--- config.mk ---
export PLATFORM = sky130hd
export DESIGN_NAME = pixel_priority_sequencer
export DESIGN_NICKNAME = d
export VERILOG_FILES = /design/src/rtl/pixel_priority_sequencer_pkg.sv /design/src/rtl/pixel_priority_sequencer_beats.sv /design/src/rtl/pixel_priority_sequencer.sv
export SDC_FILE = /design/constraint.sdc
export NUM_CORES = 1
export LEC_CHECK = 0
export CAP_MARGIN = 0
export CORE_ASPECT_RATIO = 0.7
export CORE_MARGIN = 2
export CORE_UTILIZATION = 45
export DETAILED_ROUTE_END_ITERATION = 16
export PLACE_DENSITY = 0.86
export SYNTH_ARGS = -nofsm -noshare
export SYNTH_HDL_FRONTEND = slang
export SYNTH_SLANG_ARGS = --single-unit
export TNS_END_PERCENT = 20
--- constraint.sdc ---
create_clock -name clock -period 5.1 [get_ports clock]
set_input_delay 1.02 -clock clock [delete_from_list [all_inputs] [get_ports clock]]
set_output_delay 1.02 -clock clock [all_outputs]
set_load 0.05 [all_outputs]
--- src/rtl/pixel_priority_sequencer_pkg.sv ---
// pe_pkg: shared types and constants for the per-pixel layer priority sequencer.
`default_nettype none

package pe_pkg;

  typedef struct packed {
    logic [1:0]  prio;
    logic [2:0]  layer_id;
    logic [14:0] color;
  } pe_word_t;

  localparam logic [2:0] LAYER_OBJ      = 3'd4;
  localparam logic [2:0] LAYER_BACKDROP = 3'd5;
  localparam logic [1:0] BACKDROP_PRIO  = 2'b11;

  typedef enum logic [1:0] {
    IDLE = 2'd0,
    SCAN = 2'd1,
    DONE = 2'd2
  } pe_state_t;

  // OBJ first so it wins priority ties against every background.
  localparam logic [2:0] SCAN_ORDER [5] = '{3'd4, 3'd0, 3'd1, 3'd2, 3'd3};

  function automatic pe_word_t backdrop_word(input logic [14:0] color);
    backdrop_word = '{prio: BACKDROP_PRIO, layer_id: LAYER_BACKDROP, color: color};
  endfunction

endpackage

`default_nettype wire

--- src/rtl/pixel_priority_sequencer_beats.sv ---
// pe_candidate_beats: decides whether a candidate displaces an incumbent word.
`default_nettype none

module pe_candidate_beats
  import pe_pkg::*;
#(
  parameter int PRIO_W = 2
) (
  input  pe_word_t cand,
  input  logic     cand_eligible,
  input  pe_word_t inc,
  input  logic     inc_is_backdrop,
  output logic     beats
);

  logic [PRIO_W-1:0] cand_prio;
  logic [PRIO_W-1:0] inc_prio;

  assign cand_prio = cand.prio;
  assign inc_prio  = inc.prio;

  // Strict less-than: equal priority keeps the earlier-scanned incumbent.
  assign beats = cand_eligible && (inc_is_backdrop || (cand_prio < inc_prio));

endmodule

`default_nettype wire

--- src/rtl/pixel_priority_sequencer.sv ---
// pixel_priority_sequencer: scans five layer candidates one per cycle and
// emits the top and runner-up words, falling back to the backdrop colour.
`default_nettype none

module pixel_priority_sequencer
  import pe_pkg::*;
#(
  parameter int NUM_LAYERS = 5,
  parameter int PRIO_W     = 2
) (
  input  logic                     clock,
  input  logic                     reset,
  input  logic                     in_valid,
  output logic                     in_ready,
  input  logic [NUM_LAYERS*20-1:0] layer_words,
  input  logic [NUM_LAYERS-1:0]    layer_opaque,
  input  logic [NUM_LAYERS-1:0]    mask,
  input  logic [14:0]              backdrop,
  output logic                     out_valid,
  input  logic                     out_ready,
  output logic [19:0]              top_word,
  output logic [19:0]              second_word
);

  pe_state_t                 state;
  logic [2:0]                idx;
  logic [NUM_LAYERS*20-1:0]  words_r;
  logic [NUM_LAYERS-1:0]     elig_r;
  pe_word_t                  top_r;
  pe_word_t                  second_r;
  logic                      top_is_bd;
  logic                      second_is_bd;

  logic [2:0]  slot;
  pe_word_t    cand;
  logic        cand_elig;
  logic        beats_top;
  logic        beats_second;

  assign slot      = SCAN_ORDER[idx];
  assign cand      = pe_word_t'(words_r[int'(slot)*20 +: 20]);
  assign cand_elig = elig_r[slot];

  pe_candidate_beats #(.PRIO_W(PRIO_W)) u_vs_top (
    .cand            (cand),
    .cand_eligible   (cand_elig),
    .inc             (top_r),
    .inc_is_backdrop (top_is_bd),
    .beats           (beats_top)
  );

  pe_candidate_beats #(.PRIO_W(PRIO_W)) u_vs_second (
    .cand            (cand),
    .cand_eligible   (cand_elig),
    .inc             (second_r),
    .inc_is_backdrop (second_is_bd),
    .beats           (beats_second)
  );

  always_ff @(posedge clock or posedge reset) begin
    if (reset) begin
      state        <= IDLE;
      idx          <= 3'd0;
      in_ready     <= 1'b0;
      out_valid    <= 1'b0;
      words_r      <= '0;
      elig_r       <= '0;
      top_r        <= '0;
      second_r     <= '0;
      top_is_bd    <= 1'b0;
      second_is_bd <= 1'b0;
    end else begin
      case (state)
        IDLE: begin
          if (in_valid && in_ready) begin
            words_r      <= layer_words;
            elig_r       <= layer_opaque & mask;
            top_r        <= backdrop_word(backdrop);
            second_r     <= backdrop_word(backdrop);
            top_is_bd    <= 1'b1;
            second_is_bd <= 1'b1;
            idx          <= 3'd0;
            in_ready     <= 1'b0;
            state        <= SCAN;
          end else begin
            in_ready <= 1'b1;
          end
        end
        SCAN: begin
          if (beats_top) begin
            second_r     <= top_r;
            second_is_bd <= top_is_bd;
            top_r        <= cand;
            top_is_bd    <= 1'b0;
          end else if (beats_second) begin
            second_r     <= cand;
            second_is_bd <= 1'b0;
          end
          if (idx == 3'(NUM_LAYERS - 1)) begin
            out_valid <= 1'b1;
            state     <= DONE;
          end else begin
            idx <= idx + 3'd1;
          end
        end
        DONE: begin
          if (out_ready) begin
            out_valid <= 1'b0;
            in_ready  <= 1'b1;
            state     <= IDLE;
          end
        end
        default: state <= IDLE;
      endcase
    end
  end

  assign top_word    = top_r;
  assign second_word = second_r;

endmodule

`default_nettype wire

# Yosys cells after proc, flatten, opt, wreduce, memory -nomap -nowiden
# Memories as Yosys holds them, arrays and structs flattened.
# Index checks and enable logic that the tools add are counted.
dict set report totals {
  mem_count 1
  mem_bits_ro 24
  wordCells 78
  ff_bits 154
  out_inout_bits 42
  input_bits 129
}
# memory depth word_bits rd rd_ports_with_merged_regs write_ports line_no
set mem_list {}
lappend mem_list {{(name not given)} 8 3 1 0 0 pixel_priority_sequencer.sv:40} ;# assign slot = SCAN_ORDER[idx];
dict set report op_classes {
  addsub 1
  n_eq_ne 9
  shifts 1
  reduce_logical 16
  n_bitwise 2
  n_lt_le_gt_ge 4
  multipliers 1
  n_mux 29
}
# cell n
set ops {}
lappend ops {{variable part select 100 x 9 -> 20 bit} 1}
lappend ops {{two-way mux 20 bit} 4}
lappend ops {{case mux 20 bit (2 select lines)} 2}
lappend ops {{AND reduction 3 bit} 5}
lappend ops {{two-way mux 3 bit} 4}
lappend ops {{!= test 2 bit (second input constant)} 5}
lappend ops {{two-way mux 1 bit} 9}
lappend ops {{case mux 1 bit (2 select lines)} 4}
lappend ops {{multiplier 3 x 3 -> 6 bit (second input constant)} 1}
lappend ops {{two-way mux 2 bit} 3}
lappend ops {{case mux 2 bit (3 select lines)} 1}
lappend ops {{case mux 3 bit (2 select lines)} 1}
lappend ops {{nonzero test 2 bit} 3}
lappend ops {{AND 5 bit} 1}
lappend ops {{>= comparator 4 bit (second input constant)} 1}
lappend ops {{less-than comparator 2 bit} 2}
lappend ops {{less-than comparator 3 x 4 -> 1 bit (second input constant)} 1}
lappend ops {{inverter 3 -> 4 bit} 1}
lappend ops {{AND reduction 2 bit} 2}
lappend ops {{adder 3 x 1 -> 3 bit (second input constant)} 1}
lappend ops {{binary-select mux 1 bit (select 3 bit)} 1}
lappend ops {{equality test 3 bit (second input constant)} 1}
lappend ops {{logical AND 1 bit} 3}
lappend ops {{!= test 3 bit (second input constant)} 1}
lappend ops {{4 further kinds} 5}

# Logic depth before layout (Yosys ltp)
dict set report depth {
  ltp_word 12
  ltp_mapped 18
  mapped_depth_nobuf 13
}

# By module
# From an unflattened synthesis, not the netlist that was laid out.
dict set report unflattened {
  cells_unflattened 878
  hier_area_um2 7367.1
}
# mod cells_per_inst seq_area_each_um2 instances area_per_inst_um2
set modules_own_cells {}
lappend modules_own_cells {pixel_priority_sequencer 866 3853.7 1 7282.0}
lappend modules_own_cells {pe_candidate_beats 6 0.0 2 42.5}

# Worst setup path after synthesis
# OpenSTA, ideal clock, no wires.
dict set report synth_timing {
  kind {register to register}
  start {register idx[2]}
  end {register second_r, in the netlist second_word[0]}
  period_less_slack_ns 3.697
  t_required_ns 4.975
  arrival_ns 3.571
  slack_ns 1.403
  n_path_buf 4
  setup_ns 0.125
  stages_incl_launch_ff 16
  path_cell_list {dfrtp_1 > buf_4 > inv_1 > ha_1 > clkbuf_1 > clkbuf_1 > nor3b_1 > o21ai_0 > a22o_1 > ha_1 > nor3b_1 > a41oi_1 > o311ai_4 > a32oi_2 > buf_4 > mux2_4}
}
dict set report synth_between {
  elab_chain_cells 11
  elab_cells_between_ends 19
  cone_classes {mul: 1; order compare: 2; eq/ne: 1; shift: 1; mux: 7; bitwise: 1; reduce/logical: 5; memory: 1}
}
# item line_no
set synth_lines {}
lappend synth_lines {{start, declared} pixel_priority_sequencer.sv:26} ;# logic [2:0] idx;
lappend synth_lines {{start signal, assigned} pixel_priority_sequencer.sv:103} ;# idx <= idx + 3'd1;
lappend synth_lines {{inverter 3 -> 4 bit (implied by the code) *} pixel_priority_sequencer.sv:40}
lappend synth_lines {{memory read (8 x 3 bit) *} -}
lappend synth_lines {{two-way mux 3 bit (implied by the code) * (2 in series)} pixel_priority_sequencer.sv:40}
lappend synth_lines {{multiplier 3 x 3 -> 6 bit} pixel_priority_sequencer.sv:41} ;# assign cand = pe_word_t'(words_r[int'(slot)*20 +: 20]);
lappend synth_lines {{variable part select 100 x 9 -> 20 bit} pixel_priority_sequencer.sv:41}
lappend synth_lines {{less-than comparator 2 bit} pixel_priority_sequencer_beats.sv:23} ;# assign beats = cand_eligible && (inc_is_backdrop || (cand_prio < inc_prio));
lappend synth_lines {{logical OR 1 bit} pixel_priority_sequencer_beats.sv:23}
lappend synth_lines {{logical AND 1 bit} pixel_priority_sequencer_beats.sv:23}
lappend synth_lines {{!= test 3 bit (no source line) or two-way mux 20 bit (tied branches)} -}
lappend synth_lines {{AND reduction 3 bit (no source line) or case mux 20 bit (2 select lines) (tied branches)} -}
lappend synth_lines {{end signal, assigned} pixel_priority_sequencer.sv:79} ;# second_r <= backdrop_word(backdrop);
lappend synth_lines {{end signal, assigned} pixel_priority_sequencer.sv:91} ;# second_r <= top_r;
lappend synth_lines {{end signal, assigned} pixel_priority_sequencer.sv:96} ;# second_r <= cand;
lappend synth_lines {{end, declared} pixel_priority_sequencer.sv:30} ;# pe_word_t second_r;
# Mark *: on every way between the ends. The rest lies on a longest branch, timed or not. The select of a mux whose other input is x is not followed.
# A chain may end at the register's enable or synchronous reset.

# Final worst setup path
dict set report layout_timing {
  start {register idx[2]}
  end {register top_r, in the netlist top_word[11]}
}
dict set report layout_between {
  elab_chain_cells 11
  elab_cells_between_ends 15
  cone_classes {mul: 1; order compare: 1; eq/ne: 1; shift: 1; mux: 6; bitwise: 1; reduce/logical: 3; memory: 1}
}
# item line_no
set layout_lines {}
lappend layout_lines {{inverter 3 -> 4 bit (implied by the code) *} pixel_priority_sequencer.sv:40}
lappend layout_lines {{memory read (8 x 3 bit) *} -}
lappend layout_lines {{two-way mux 3 bit (implied by the code) * (2 in series)} pixel_priority_sequencer.sv:40}
lappend layout_lines {{multiplier 3 x 3 -> 6 bit} pixel_priority_sequencer.sv:41}
lappend layout_lines {{variable part select 100 x 9 -> 20 bit} pixel_priority_sequencer.sv:41}
lappend layout_lines {{less-than comparator 2 bit} pixel_priority_sequencer_beats.sv:23}
lappend layout_lines {{logical OR 1 bit} pixel_priority_sequencer_beats.sv:23}
lappend layout_lines {{logical AND 1 bit} pixel_priority_sequencer_beats.sv:23}
lappend layout_lines {{!= test 2 bit (no source line)} -}
lappend layout_lines {{AND reduction 3 bit (no source line)} -}
lappend layout_lines {{end signal, assigned} pixel_priority_sequencer.sv:78} ;# top_r <= backdrop_word(backdrop);
lappend layout_lines {{end signal, assigned} pixel_priority_sequencer.sv:93} ;# top_r <= cand;
lappend layout_lines {{end, declared} pixel_priority_sequencer.sv:29} ;# pe_word_t top_r;
# Marks and branches as above.

==> metrics <==
Final Max Tran Viols=0; Post-Syn Instances=around 740; worst slew margin relative to its limit=20.0%; area delta synth->final=34.2%; initial antenna violation count=0; CTS buffer count=17; Max FO, Critical Path=21; Comb pwr share=52.0%; DR iter-0 viols=slightly above 600; post-cts sizing count=0; layout cell share with drive strength beyond 1=9.19%; DR pass1 iterations=8; # H-tree levels=4; leakage dissipation=0.00446 uW; Clk pwr share=between 10% and 20%; n_diodes=0; Slew @ Worst Pin=approximately 1200 ps; final net count=1028; WP data required=5430 ps; sw frac=a little over two fifths; die width=~150 microns; Power Density=roughly 770 nW/um^2; sequential-to-total area share from yosys stat=a little over half; Setup Crit Path Kind=flop to flop; core area=15500 sq um; wire length of the first global-routing pass=roughly 31000 microns; worst hold path type=flop to flop; status=completed; CP Capture Type=flop; Yosys top cell area share=54.3%; Root Buffer=clkbuf_16; vias in the first global route=5941; drt total wl=slightly below 20000 microns; fin worst setup slack=roughly 1200 ps; Setup TNS=0 ps; CTS Hold Bufs=0; Fill cells=approximately 1200; Row Count=38; pin count of the biggest net entering global routing=155; syn avg cell area=roughly 9.5 sq um; post-CTS setup buffer count=0; Achievable Freq=258 MHz; Max VDD drop=0.000442 V; CP startpoint kind=flop; gr usage total=approximately 24%; Critical Path AT=between 4000 and 5000 ps; Net Count, Synth=878; die area=16800 sq um; Post-Syn Area=7090 sq um; IO Count=between 150 and 200; post-route clock skew=8.52 ps; Place WS=about 1300 ps; vias=roughly 6000; post-layout min period=3870 ps; Yosys reg bits=154; number of max-cap violations=0; Routed WL per cell=17.8 microns; Cell variety after synth=between 40 and 50; Starting Density=45.9%; Final Setup Violations=0; total power=around 7300 uW; drc violations=0; Ys Warns=0; Reg power frac=between 30% and 40%; RePlAce Congestion=0.873; PortBufs=between 150 and 200; ANT nets after route=0; Int Power=a little over 4000 uW; Clk pin slew, worst setup/hold paths=around 60 ps; CTS tree=yes; final period utilization=approximately 76%; post-DP HPWL=13800 microns; clock tree buffer depth=2; final hold violations=0; GR Overflow Total=0; synth top area cells=dfrtp_1, nand2_1, mux4_2, a21oi_1, mux2_4; clock sinks=around 150; chip height=about 110 microns; RSZ-0062 raised after global routing=false; via-per-instance ratio=~5.4; Sw Pwr=between 3000 and 4000 uW; leading area contributor after synthesis=dfrtp_1; Worst-Skew Late Latency=~410 ps
==> cells by family (layout without fill, tap and decap cells) <==
kind of cell / Yosys count / in the layout / synth area share [%]
AO/OA/AOI/OAI: 104 / 104 / 10.3
multiplexers: 41 / 41 / 9.62
AND/OR/NAND/NOR: 379 / 379 / 21.0
adder cells (fa/ha/maj): 6 / 6 / 1.06
flip-flops: 154 / 154 / 54.3
buffers and inverters: 59 / 219 / 3.71
==> flip-flops by register name (all words and copies together), names as in the netlist <==
signal and cells:
top_word 20, second_is_bd 1, state 2, in_ready 1, second_word 20, elig_r 5
words_r 100, idx 3, out_valid 1, top_is_bd 1
==> cell usage after synthesis <==
| master | n |
|---|---|
| o21a_1 | 3 |
| o311ai_4 | 1 |
| mux2i_1 | 4 |
| o21ai_0 | 14 |
| a221o_1 | 1 |
| and4bb_2 | 1 |
| a32oi_2 | 1 |
| or2_1 | 1 |
| a311o_1 | 1 |
| o221ai_1 | 2 |
| nor3_1 | 2 |
| nor2_2 | 1 |
| inv_1 | 12 |
| nor2b_1 | 2 |
| buf_6 | 3 |
| nand2_1 | 321 |
| a222oi_1 | 15 |
| buf_2 | 3 |
| a22oi_1 | 16 |
| a211oi_1 | 1 |
| o2111ai_1 | 1 |
| a21o_1 | 1 |
| nand3_1 | 9 |
| buf_1 | 8 |
| mux2_4 | 12 |
| o211ai_1 | 1 |
| buf_4 | 4 |
| or2_4 | 1 |
| mux4_2 | 16 |
| nor2_1 | 32 |
| nor4b_1 | 1 |
| a31oi_1 | 3 |
| clkbuf_1 | 29 |
| a41oi_1 | 1 |
| mux2_2 | 9 |
| ha_1 | 6 |
| nor3b_1 | 4 |
| a22o_1 | 4 |
| and3_1 | 1 |
| dfrtp_1 | 154 |
| nand2b_1 | 2 |
| a21oi_1 | 38 |
| and2_1 | 1 |
==> power groups by stage <==
| stage | Sequential (uW) | Combinational, uW | Clock [uW] |
|---|---|---|---|
| after floorplan | 2670 | 2200 | 0 |
| after global placement | 2190 | 3620 | 0 |
| after detailed placement | 2220 | 3730 | 0 |
| after CTS | 2210 | 3760 | 1300 |
| after global routing | 2280 | 4090 | 1350 |
| final | 2220 | 3790 | 1280 |
==> cells in the final DEF, fill, tap and decap left out, drive strengths merged, types with 2 or more instances in the layout <==
| master | n |
|---|---|
| inv | 11 |
| clkinv | 3 |
| nor3 | 2 |
| nor2 | 33 |
| o21a | 3 |
| ha | 6 |
| dfrtp | 154 |
| a22o | 4 |
| a222oi | 15 |
| clkdlybuf4s50 | 170 |
| a31oi | 3 |
| nand3 | 9 |
| o221ai | 2 |
| mux4 | 16 |
| nor2b | 2 |
| clkinvlp | 3 |
| clkbuf | 21 |
| buf | 8 |
| nor3b | 4 |
| nand2b | 2 |
| mux2i | 4 |
| nand2 | 321 |
| a22oi | 16 |
| o21ai | 14 |
| mux2 | 21 |
| a21oi | 38 |
| or2 | 2 |
| bufinv | 3 |
==> cell type report <==
type                       count  area, sq um  area share, %
multi-input combinational    530         3000           31.5
clock inverter                 8          120           1.26
inverter                      12         48.8          0.513
timing repair buffer         178         1770           18.6
clock buffer                  21          470           4.94
tap                          200          250           2.63
sequential                   154         3850           40.5
==> layer usage <==
layer	track usage, %	part of all wire [%]	vias to the layer above
met5	0	0	-
met4	6.21	0.99	0
met3	6.92	10	16
met2	35.3	43	321
met1	36.2	46	2870
li1	-	-	2779
==> metrics by stage <==
step | hold WS [ps] | cell area, sq um | instances | util [%]
floorplan | 432 | 7090 | 743 | -
global placement | 454 | 8920 | 1074 | 57.8
finish | 472 | 9520 | 1103 | 61.6
detailed placement | 459 | 8920 | 1074 | 57.8
global route | 483 | 9520 | 1103 | 61.6
CTS | 473 | 9520 | 1103 | 61.6
==> critical path, cell delays in order (launching register included) <==
cell and delay [ps]:
dfrtp_1 510, inv_1 150, ha_1 320, and4bb_2 310, a22o_1 310, ha_1 330, nor3b_1 150, a41oi_1 280
o311ai_4 190, o21ai_2 680, buf_4 340, nor2_1 80, a21oi_1 130
==> path summary, 6_finish.rpt <==
path	from	to	slack, ps	depth (start not counted)
setup / recovery	idx[2]$_DFFE_PP0P_	top_word[11]$_DFFE_PP0P_	1230	12
hold / removal	elig_r[3]$_DFFE_PP0P_	elig_r[3]$_DFFE_PP0P_	470	2
setup reg to reg	idx[2]$_DFFE_PP0P_	top_word[11]$_DFFE_PP0P_	1230	12
hold reg to reg	elig_r[3]$_DFFE_PP0P_	elig_r[3]$_DFFE_PP0P_	470	2
max in group asynchronous	reset	words_r[50]$_DFFE_PP0P_	3280	3
min in group asynchronous	reset	words_r[32]$_DFFE_PP0P_	1130	3
No activity file was read; power rests on OpenSTA's default activity.
